<file path="src/rtl/square_osc_pkg.sv">
// Shared tone/period definitions: oscillator state encoding and the default
// shortest playable period.
package square_osc_pkg;

  localparam int MIN_PERIOD_DEFAULT = 2;

  typedef enum logic [1:0] {
    SILENT = 2'd0,
    HIGH   = 2'd1,
    LOW    = 2'd2
  } osc_state_t;

endpackage

</file>
<file path="src/rtl/square_osc_period_split.sv">
// Splits a full-cycle period into high and low phase lengths; an odd period
// gives the extra clock to the low phase.
module period_split #(
  parameter int WIDTH = 32
) (
  input  logic [WIDTH-1:0] p,
  output logic [WIDTH-1:0] hi_len,
  output logic [WIDTH-1:0] lo_len
);

  assign hi_len = p >> 1;
  assign lo_len = p - hi_len;

endmodule

</file>
<file path="src/rtl/square_osc.sv">
// Phase-continuous square-wave oscillator: period and silencing changes are
// only accepted at the end of a full waveform cycle.
//
// state  | meaning
// SILENT | no oscillation, wave low, waiting for a playable period
// HIGH   | high phase of the current cycle, cnt counts down hi_len-1..0
// LOW    | low phase, cnt counts down lo_len-1..0; terminal clk decides next cycle
module square_osc
  import square_osc_pkg::*;
#(
  parameter int WIDTH      = 32,
  parameter int MIN_PERIOD = MIN_PERIOD_DEFAULT
) (
  input  logic             clk,
  input  logic             rst,
  input  logic [WIDTH-1:0] period,
  input  logic             enable,
  output logic             wave,
  output logic             active,
  output logic             cycle_start,
  output logic [WIDTH-1:0] cur_period
);

  osc_state_t       state, state_n;
  logic [WIDTH-1:0] cnt, cnt_n;
  logic [WIDTH-1:0] per, per_n;
  logic [WIDTH-1:0] lo_len, lo_len_n;
  logic [WIDTH-1:0] new_hi, new_lo;
  logic             start_n;
  logic             wave_q, start_q;
  logic             playable;

  period_split #(.WIDTH(WIDTH)) u_split (
    .p      (period),
    .hi_len (new_hi),
    .lo_len (new_lo)
  );

  assign playable = enable && (period >= WIDTH'(MIN_PERIOD));

  always_comb begin
    state_n  = state;
    cnt_n    = cnt;
    per_n    = per;
    lo_len_n = lo_len;
    start_n  = 1'b0;
    case (state)
      SILENT: begin
        if (playable) begin
          state_n  = HIGH;
          per_n    = period;
          lo_len_n = new_lo;
          cnt_n    = new_hi - WIDTH'(1);
          start_n  = 1'b1;
        end
      end
      HIGH: begin
        if (cnt == '0) begin
          state_n = LOW;
          cnt_n   = lo_len - WIDTH'(1);
        end else begin
          cnt_n = cnt - WIDTH'(1);
        end
      end
      LOW: begin
        if (cnt != '0) begin
          cnt_n = cnt - WIDTH'(1);
        end else if (playable) begin
          state_n  = HIGH;
          per_n    = period;
          lo_len_n = new_lo;
          cnt_n    = new_hi - WIDTH'(1);
          start_n  = 1'b1;
        end else begin
          state_n = SILENT;
          per_n   = '0;
        end
      end
      default: begin
        state_n = SILENT;
        cnt_n   = '0;
        per_n   = '0;
      end
    endcase
  end

  always_ff @(posedge clk or posedge rst) begin
    if (rst) begin
      state   <= SILENT;
      cnt     <= '0;
      per     <= '0;
      lo_len  <= '0;
      wave_q  <= 1'b0;
      start_q <= 1'b0;
    end else begin
      state   <= state_n;
      cnt     <= cnt_n;
      per     <= per_n;
      lo_len  <= lo_len_n;
      wave_q  <= (state_n == HIGH);
      start_q <= start_n;
    end
  end

  assign wave        = wave_q;
  assign cycle_start = start_q;
  assign active      = (state != SILENT);
  assign cur_period  = per;

endmodule

</file>
<file path="config.mk">
export PLATFORM = sky130hd
export DESIGN_NAME = square_osc
export DESIGN_NICKNAME = d
export VERILOG_FILES = /design/src/rtl/square_osc_pkg.sv /design/src/rtl/square_osc_period_split.sv /design/src/rtl/square_osc.sv
export SDC_FILE = /design/constraint.sdc
export NUM_CORES = 1
export LEC_CHECK = 0
export BUFFER_PORTS_ARGS = -buffer_cell sky130_fd_sc_hd__buf_2
export CAP_MARGIN = 20
export CORE_MARGIN = 2
export CORE_UTILIZATION = 40
export DETAILED_ROUTE_END_ITERATION = 7
export PLACE_DENSITY_LB_ADDON = 0.3
export SYNTH_ARGS = -nofsm -noshare
export SYNTH_HDL_FRONTEND = slang
export SYNTH_SLANG_ARGS = --single-unit
export TNS_END_PERCENT = 30
</file>
<file path="constraint.sdc">
create_clock -name clk -period 4.1 [get_ports clk]
set_input_delay 0.615 -clock clk [delete_from_list [all_inputs] [get_ports clk]]
set_output_delay 0.615 -clock clk [all_outputs]
set_load 0.005 [all_outputs]
</file>
==> results of run 1 <==
cells in the mapped netlist (18+ instances only):
cell type  count  area share [%]
ha_1          78              12
nor4_1        18             1.3
nor3_1        40             2.4
nor2_1        79             3.5
o21ai_0       72             4.3
xor2_1        41             4.3
dfrtp_1      100              30
nand2_1      158             7.1
clkbuf_1      32             1.4
a21oi_1       44             2.6
inv_1         71             3.2
xnor2_1       74             7.7
o21ai_1       28             1.7
area by class of cell:
type                       count  area (µm²)  share of cell area (%)
clock buffer                  11         243                    2.58
clock inverter                 5        75.1                   0.798
inverter                      72         273                    2.90
multi-input combinational    833        5430                    57.8
sequential                   100        2500                    26.6
tap                          275         344                    3.66
timing repair buffer          90         536                    5.70
stage by stage:
| step | cell area (µm²) | util, % |
|---|---|---|
| after floorplan | 8410 | - |
| after global placement | 9050 | 43.5 |
| after detailed placement | 9060 | 43.5 |
| after CTS | 9380 | 45.0 |
| after global routing | 9400 | 45.2 |
| final | 9400 | 45.2 |
power by group through the flow:
stage,Combinational [mW],Sequential [mW],Clock (mW)
detailed placement,1.18,1.50,0
global placement,1.17,1.50,0
CTS,1.19,1.49,0.966
floorplan,0.891,1.43,0
finish,1.20,1.50,0.952
global route,1.36,1.54,1.00
kinds of logic (layout without fill, tap and decap cells):
logic type | count (synthesis) | after routing
DFF | 100 | 100
buffers and inverters | 115 | 178
xor gates and xnor gates | 115 | 115
adders and majority gates | 79 | 79
AOI/OAI and AO/OA | 254 | 254
muxes | 4 | 4
and+or+nand+nor | 381 | 381
registers in the layout, indices dropped and copies added, names as in the netlist:
register and cells:
lo_len 32, cycle_start 1, cnt 32, wave 1, cur_period 32, state 2
final timing paths:
| check | endpoint | slack, ps | startpoint | cells after the start |
|---|---|---|---|---|
| max in group asynchronous | lo_len[27] | 3090 | rst | 4 |
| setup reg to reg | cnt[19] | 830 | cnt[21] | 8 |
| hold reg to reg | cur_period[31] | 470 | cur_period[31] | 2 |
| hold / removal | lo_len[0] | 150 | rst | 2 |
| setup / recovery | lo_len[28] | 610 | period[0] | 13 |
| min in group clk | cur_period[31] | 470 | cur_period[31] | 2 |
routing by layer:
layer | global-route usage, % | up-vias
li1 | - | 3745
met4 | 5.95 | 0
met1 | 32.1 | 3541
met5 | 0 | -
met3 | 2.78 | 31
met2 | 34.6 | 187
critical path: cells and delay by family:
family,cells,cell delay [ps]
adder cells (fa/ha/maj),2,630
AND/OR/NAND/NOR,1,160
buffers and inverters,2,130
XOR/XNOR,1,160
AO/OA/AOI/OAI,7,2040
==> run summary, run 1 <==
RSZ-0062 raised after global routing - false
Flop pwr share - 41.0%
Logic gate share of total power - 32.8%
Initial DRC count - 635
Mapped Cells - 1,048
Pint - 2.30 mW
Mux share of post-synthesis cell area - 0.476%
Post-route antenna net violation count - 0
Slew headroom - 54.2%
Max-cap check violation count - 0
CP Cell Sequence - buf_2, inv_1, ha_1, fa_1, nor2_1, o21ai_0, a2111oi_0, o31ai_1, o41ai_2, a31oi_1, o31ai_1, xnor2_1, o21ai_1
Routability cong. - 0.871
Drt via density - 5.41
Post-layout min period - 3490 ps
Clock transition at path regs - 70 ps
Sw frac - 36.9%
CTS Buf Count - 9
Switching power - 1.34 mW
Total routed wirelength - 23,600 µm
Syn avg cell area - 8.02 µm²
Max stage delay on crit path - 670 ps
Cell area after synthesis - 8410 µm²
Synth async-reset ratio - 100%
Commonest non-fill, non-tap cell in the layout - nand2_1
Final HPWL DP - 17,700 µm
Slew Viols, Final - 0
Final setup margin - 611 ps
Fin cells - 1,386
Highest routed layer - met4
Top cell by count, worst path - o31ai_1
Worst-path maximum fanout - 3
WL met3 - 977 µm
Simple-gate share of the synthesized area - 21.1%
GRT Total Usage - 22.1%
Htree depth - 3
Xor and xnor area share after synthesis - 12.0%
Clk pwr share - 26.1%
Dpl ws - 218 ps
Ratio of cells with drive above 1 in the final layout - 11.7%
#FFs+latches synth - 100
Most frequent cells in the layout - nand2_1 (158), dfrtp_1 (100), nor2_1 (79)
Adder-Cell Fraction of Synth Area - 11.8%
Hold slack final - 154 ps
Worst EP required - 4340 ps
VDD IR max - 212 µV
Largest net degree at the start of global routing - 97
Clock Tree Root - clkbuf_16
Met2 wire length - 10,600 µm
Routed wire per std cell - 17.0 µm
Total grt overflow - 0
First-pass GRT wire length - 39,000 µm
Die outline height - 149 µm
CTS tree - built
Fillcell total - 2,126
Dpl cells - 1,369
Yosys cell types - 70
Main flop type after synthesis - dfrtp_1
Status - finished, final reports clean
Initial Utilization - 40.4%
Clock buffer depth - 2
Die Wd - 149 µm
Via count - 7,504
Clock Sinks - 100
Critical Path Start Type - primary input
Cell Pwr Density - 388 nW/µm²
Row count - 53
Worst-Margin Slew - 681 ps
Wl on met1 - 11,600 µm
IO buf count - 69
Largest family of logic cells by synthesized area - simple AND/OR/NAND/NOR gates
Post-CTS setup repair buffer count - 0
Sequential area share after synthesis - 29.8%
Critical path arrival - 3720 ps
HP Class - primary input to asynchronous set/reset pin
Vias in the first global route - 7,303
Initial antenna violation count - 0
Mapped Nets - 1,162
# diodes - 0
Fin Setup TNS - 0 ps
Leakage - 4.27 nW
Overall Power - 3.64 mW
Fmax - 287 MHz
Clock Latency Late Sink - 360 ps
Post_cts resized - 0
Hold buffers post-CTS - 0
Final Cycle Share - 85.1%
WS Path Type - primary input to register
Synth Area in Compound Gates - 19.1%
IO Pins - 70
Critical Path Sink Type - register
DRT Pass-1 Iters - 7
Final Hold Viols - 0
# setup viols final - 0
NumNets Final - 1,220
Total die area - 22,200 µm²
Number of enable flip-flop cells after synthesis - 0
Critical-path top delay cell - a2111oi_0
Syn. warnings - 0
Final Skew - 9.97 ps
DRC - 0
Layout area overhead - 11.8%
Core Area - 20,800 µm²
Power figures use the tool's default switching activity.
==> run 2: changes to the inputs <==
CORE_MARGIN = 8   (was 2)
CTS_CLUSTER_SIZE = 28   (was not set)
SYNTH_HIERARCHICAL = 1   (was not set)
==> run 2 against run 1 <==
  * Sequential power is 26% lower
  * Global-route usage is 3.6 points lower
  * Flip-flop and latch count stayed put
  * Total power is 29% lower
  * Via count is 0.47% higher
  * Critical endpoint is now cnt[24]
==> run summary, run 2 <==
Status - finished, final reports clean
Final Skew - 11.5 ps (+1.56 ps)
Total die area - 26,400 µm² (+19%)
Crit path from - cnt[24]
Post-synth top area share - 29.1% (-0.62 points)
Placed Area - 8950 µm² (-1.2%)
Syn. warnings - 6 (+6)
Post-route antenna net violation count - 0 (unchanged)
Delay-heaviest family, CP - simple AND/OR/NAND/NOR gates
Number of enable flip-flop cells after synthesis - 0 (unchanged)
Dpl ws - 836 ps (+619 ps)
Multi-input logic area - 5440 µm² (+0.14%)
Fmax - 317 MHz (+11%)
Critical Path Start Type - register
Htree depth - 3 (unchanged)
Via count - 7,539 (+0.47%)
Final setup margin - 947 ps (+336 ps)
CTS Buf Count - 9 (unchanged)
Top cells by area, synth - dfrtp_1 (29%), xnor2_1 (5.6%), nand2_1 (5.2%), ha_1 (5.1%), mux2_4 (5.1%)
IO buf count - 69 (unchanged)
Total routed wirelength - 24,300 µm (+2.9%)
DRC - 0 (unchanged)
#FFs+latches synth - 100 (unchanged)
Top cell by count, worst path - or4_4
Yosys cell types - 89 (+27%)
Critical Path Sink Type - register
Area leader, netlist - dfrtp_1
Leakage - 3.77 nW (-12%)
CP Capture Point - cnt[24]
Slew headroom - 47.4% (-6.7 points)
Fin Setup TNS - 0 ps (unchanged)
IO Pins - 70 (unchanged)
Worst EP required - 4350 ps (about the same)
R2r setup slk - 950 ps (+120 ps)
Cell Pwr Density - 282 nW/µm² (-27%)
Ratio of cells with drive above 1 in the final layout - 16.8% (+5.1 points)
# setup viols final - 0 (unchanged)
Cell area after synthesis - 8590 µm² (+2.1%)
Slew Viols, Final - 0 (unchanged)
DRT Pass-1 Iters - 6 (-1)
Final HPWL DP - 18,400 µm (+3.8%)
Vias in the first global route - 7,201 (-1.4%)
Clock Sinks - 100 (unchanged)
Sequential area share after synthesis - 29.1% (-0.62 points)
Final Cycle Share - 76.9% (-8.2 points)
Post-CTS setup repair buffer count - 0 (unchanged)
Max-cap check violation count - 0 (unchanged)
Worst-Margin Slew - 786 ps (+105 ps)
Clock transition at path regs - 70 ps (about the same)
NumNets Final - 1,098 (-10%)
Post_cts resized - 0 (unchanged)
Row count - 53 (unchanged)
Syn avg cell area - 8.54 µm² (+6.5%)
First-pass GRT wire length - 39,100 µm (+0.21%)
# diodes - 0 (unchanged)
CP Cell Sequence - or4_4, or4_4, nor3_1, nand2_1, o221ai_1
Count leader, synth - nand2_1
Fillcell total - 2,056 (-3.3%)
Drt via density - 5.77 (+6.6%)
CTS tree - built
Largest net degree at the start of global routing - 82 (-15%)
VDD IR max - 236 µV (+11%)
Register area - 2500 µm² (unchanged)
Routed wire per std cell - 18.6 µm (+9.2%)
Die outline height - 163 µm (+9.1%)
Worst-path maximum fanout - 15 (+12)
Final Hold Viols - 0 (unchanged)
Synth async-reset ratio - 100% (unchanged)
Worst Path Buf+Inv - 0 (-2)
Clock Latency Late Sink - 370 ps (about the same)
Mapped Nets - 1,076 (-7.4%)
Mapped Cells - 1,005 (-4.1%)
Critical path arrival - 3410 ps (-310 ps)
Hold slack final - 158 ps (+3.94 ps)
Clock buffer depth - 2 (unchanged)
Most frequent cells in the layout - nand2_1 (118), dfrtp_1 (100), nor2_1 (73)
Top post-synthesis cells by count - nand2_1 (118), dfrtp_1 (100), nor2_1 (73), o21ai_0 (59), xnor2_1 (55)
Die Wd - 163 µm (+9.1%)
Post-route cell area - 9250 µm² (-1.7%)
Critical-path top delay cell - or4_4
GRT Total Usage - 18.5% (-3.6 points)
Core Area - 21,000 µm² (+0.96%)
R2R Path End - cnt[24]
Total grt overflow - 0 (unchanged)
Main flop type after synthesis - dfrtp_1
Overall Power - 2.60 mW (-29%)
WS Path Type - register to register
HP Class - primary input to asynchronous set/reset pin
Initial Utilization - 40.8% (+0.47 points)
CP Depth - 5 (-8)
Worst R2R Start - cnt[24]
Initial DRC count - 485 (-24%)
Commonest non-fill, non-tap cell in the layout - nand2_1
Clock Tree Root - clkbuf_16
Max stage delay on crit path - 590 ps (-80 ps)
Hold buffers post-CTS - 0 (unchanged)
Routability cong. - 0.915 (+5.0%)
R2R depth - 5 (-3)
Layout area overhead - 7.69%
RSZ-0062 raised after global routing - false
Post-layout min period - 3150 ps (-336 ps)
Initial antenna violation count - 0 (unchanged)
-- run 2: cell count changes in the layout (fill, tap and decap cells not counted), moves of 7 or more --
cell / previous run / this run
a21oi_1: 44 / 37
nand4_1: 5 / 16
inv_1: 70 / 52
xnor2_1: 74 / 55
ha_1: 78 / 35
mux2_4: 0 / 29
o21ai_1: 27 / 7
o21ai_0: 72 / 58
nor4_1: 18 / 26
a211o_1: 1 / 12
o21a_1: 1 / 13
nand2_1: 158 / 118
-- run 2: kinds of logic after synthesis --
group | count (synthesis) | share of synthesized area [%]
muxes | 37 | 6.06
AOI/OAI and AO/OA | 243 | 20.2
buffers and inverters | 129 | 7.58
adders and majority gates | 36 | 5.33
xor gates and xnor gates | 100 | 10.2
DFF | 100 | 29.1
and+or+nand+nor | 359 | 21.4
other | 1 | 0.0437
-- run 2: cell type report --
class	instances	area share (%)
well taps	275	3.72
multi-input cells	776	58.8
flip-flops and latches	100	27.1
repair buffers	85	5.25
inverters	55	2.26
clock buffers	9	2.44
clock inverters	6	0.460
-- run 2: stage by stage --
step                      util [%]  instances
after floorplan                  -       1005
after global placement        42.6       1290
after detailed placement      42.6       1290
after CTS                     43.9       1305
after global routing          44.0       1306
final                         44.0       1306
-- run 2: how the worst min path moves through the flow --
stage / end / slack [ps] / startpoint / depth (start not counted)
finish: cnt[2] / 160 / rst / 2
detailed placement: cur_period[27] / 470 / cur_period[27] / 2
global placement: cur_period[18] / 460 / cur_period[18] / 2
floorplan: cur_period[0] / 470 / cur_period[0] / 2
global route: cnt[0] / 170 / rst / 2
CTS: cur_period[27] / 480 / cur_period[27] / 2
-- run 2: metal layers --
metal / GRT usage, % / wire length (µm)
met3: 2.25 / 1030
met1: 25.7 / 11800
met5: 0 / 0
met4: 7.03 / 510
met2: 28.8 / 11000
-- run 2: power by group --
group          internal [mW]  switching, mW
clock network          0.407          0.403
registers               1.04         0.0684
logic                  0.287          0.394
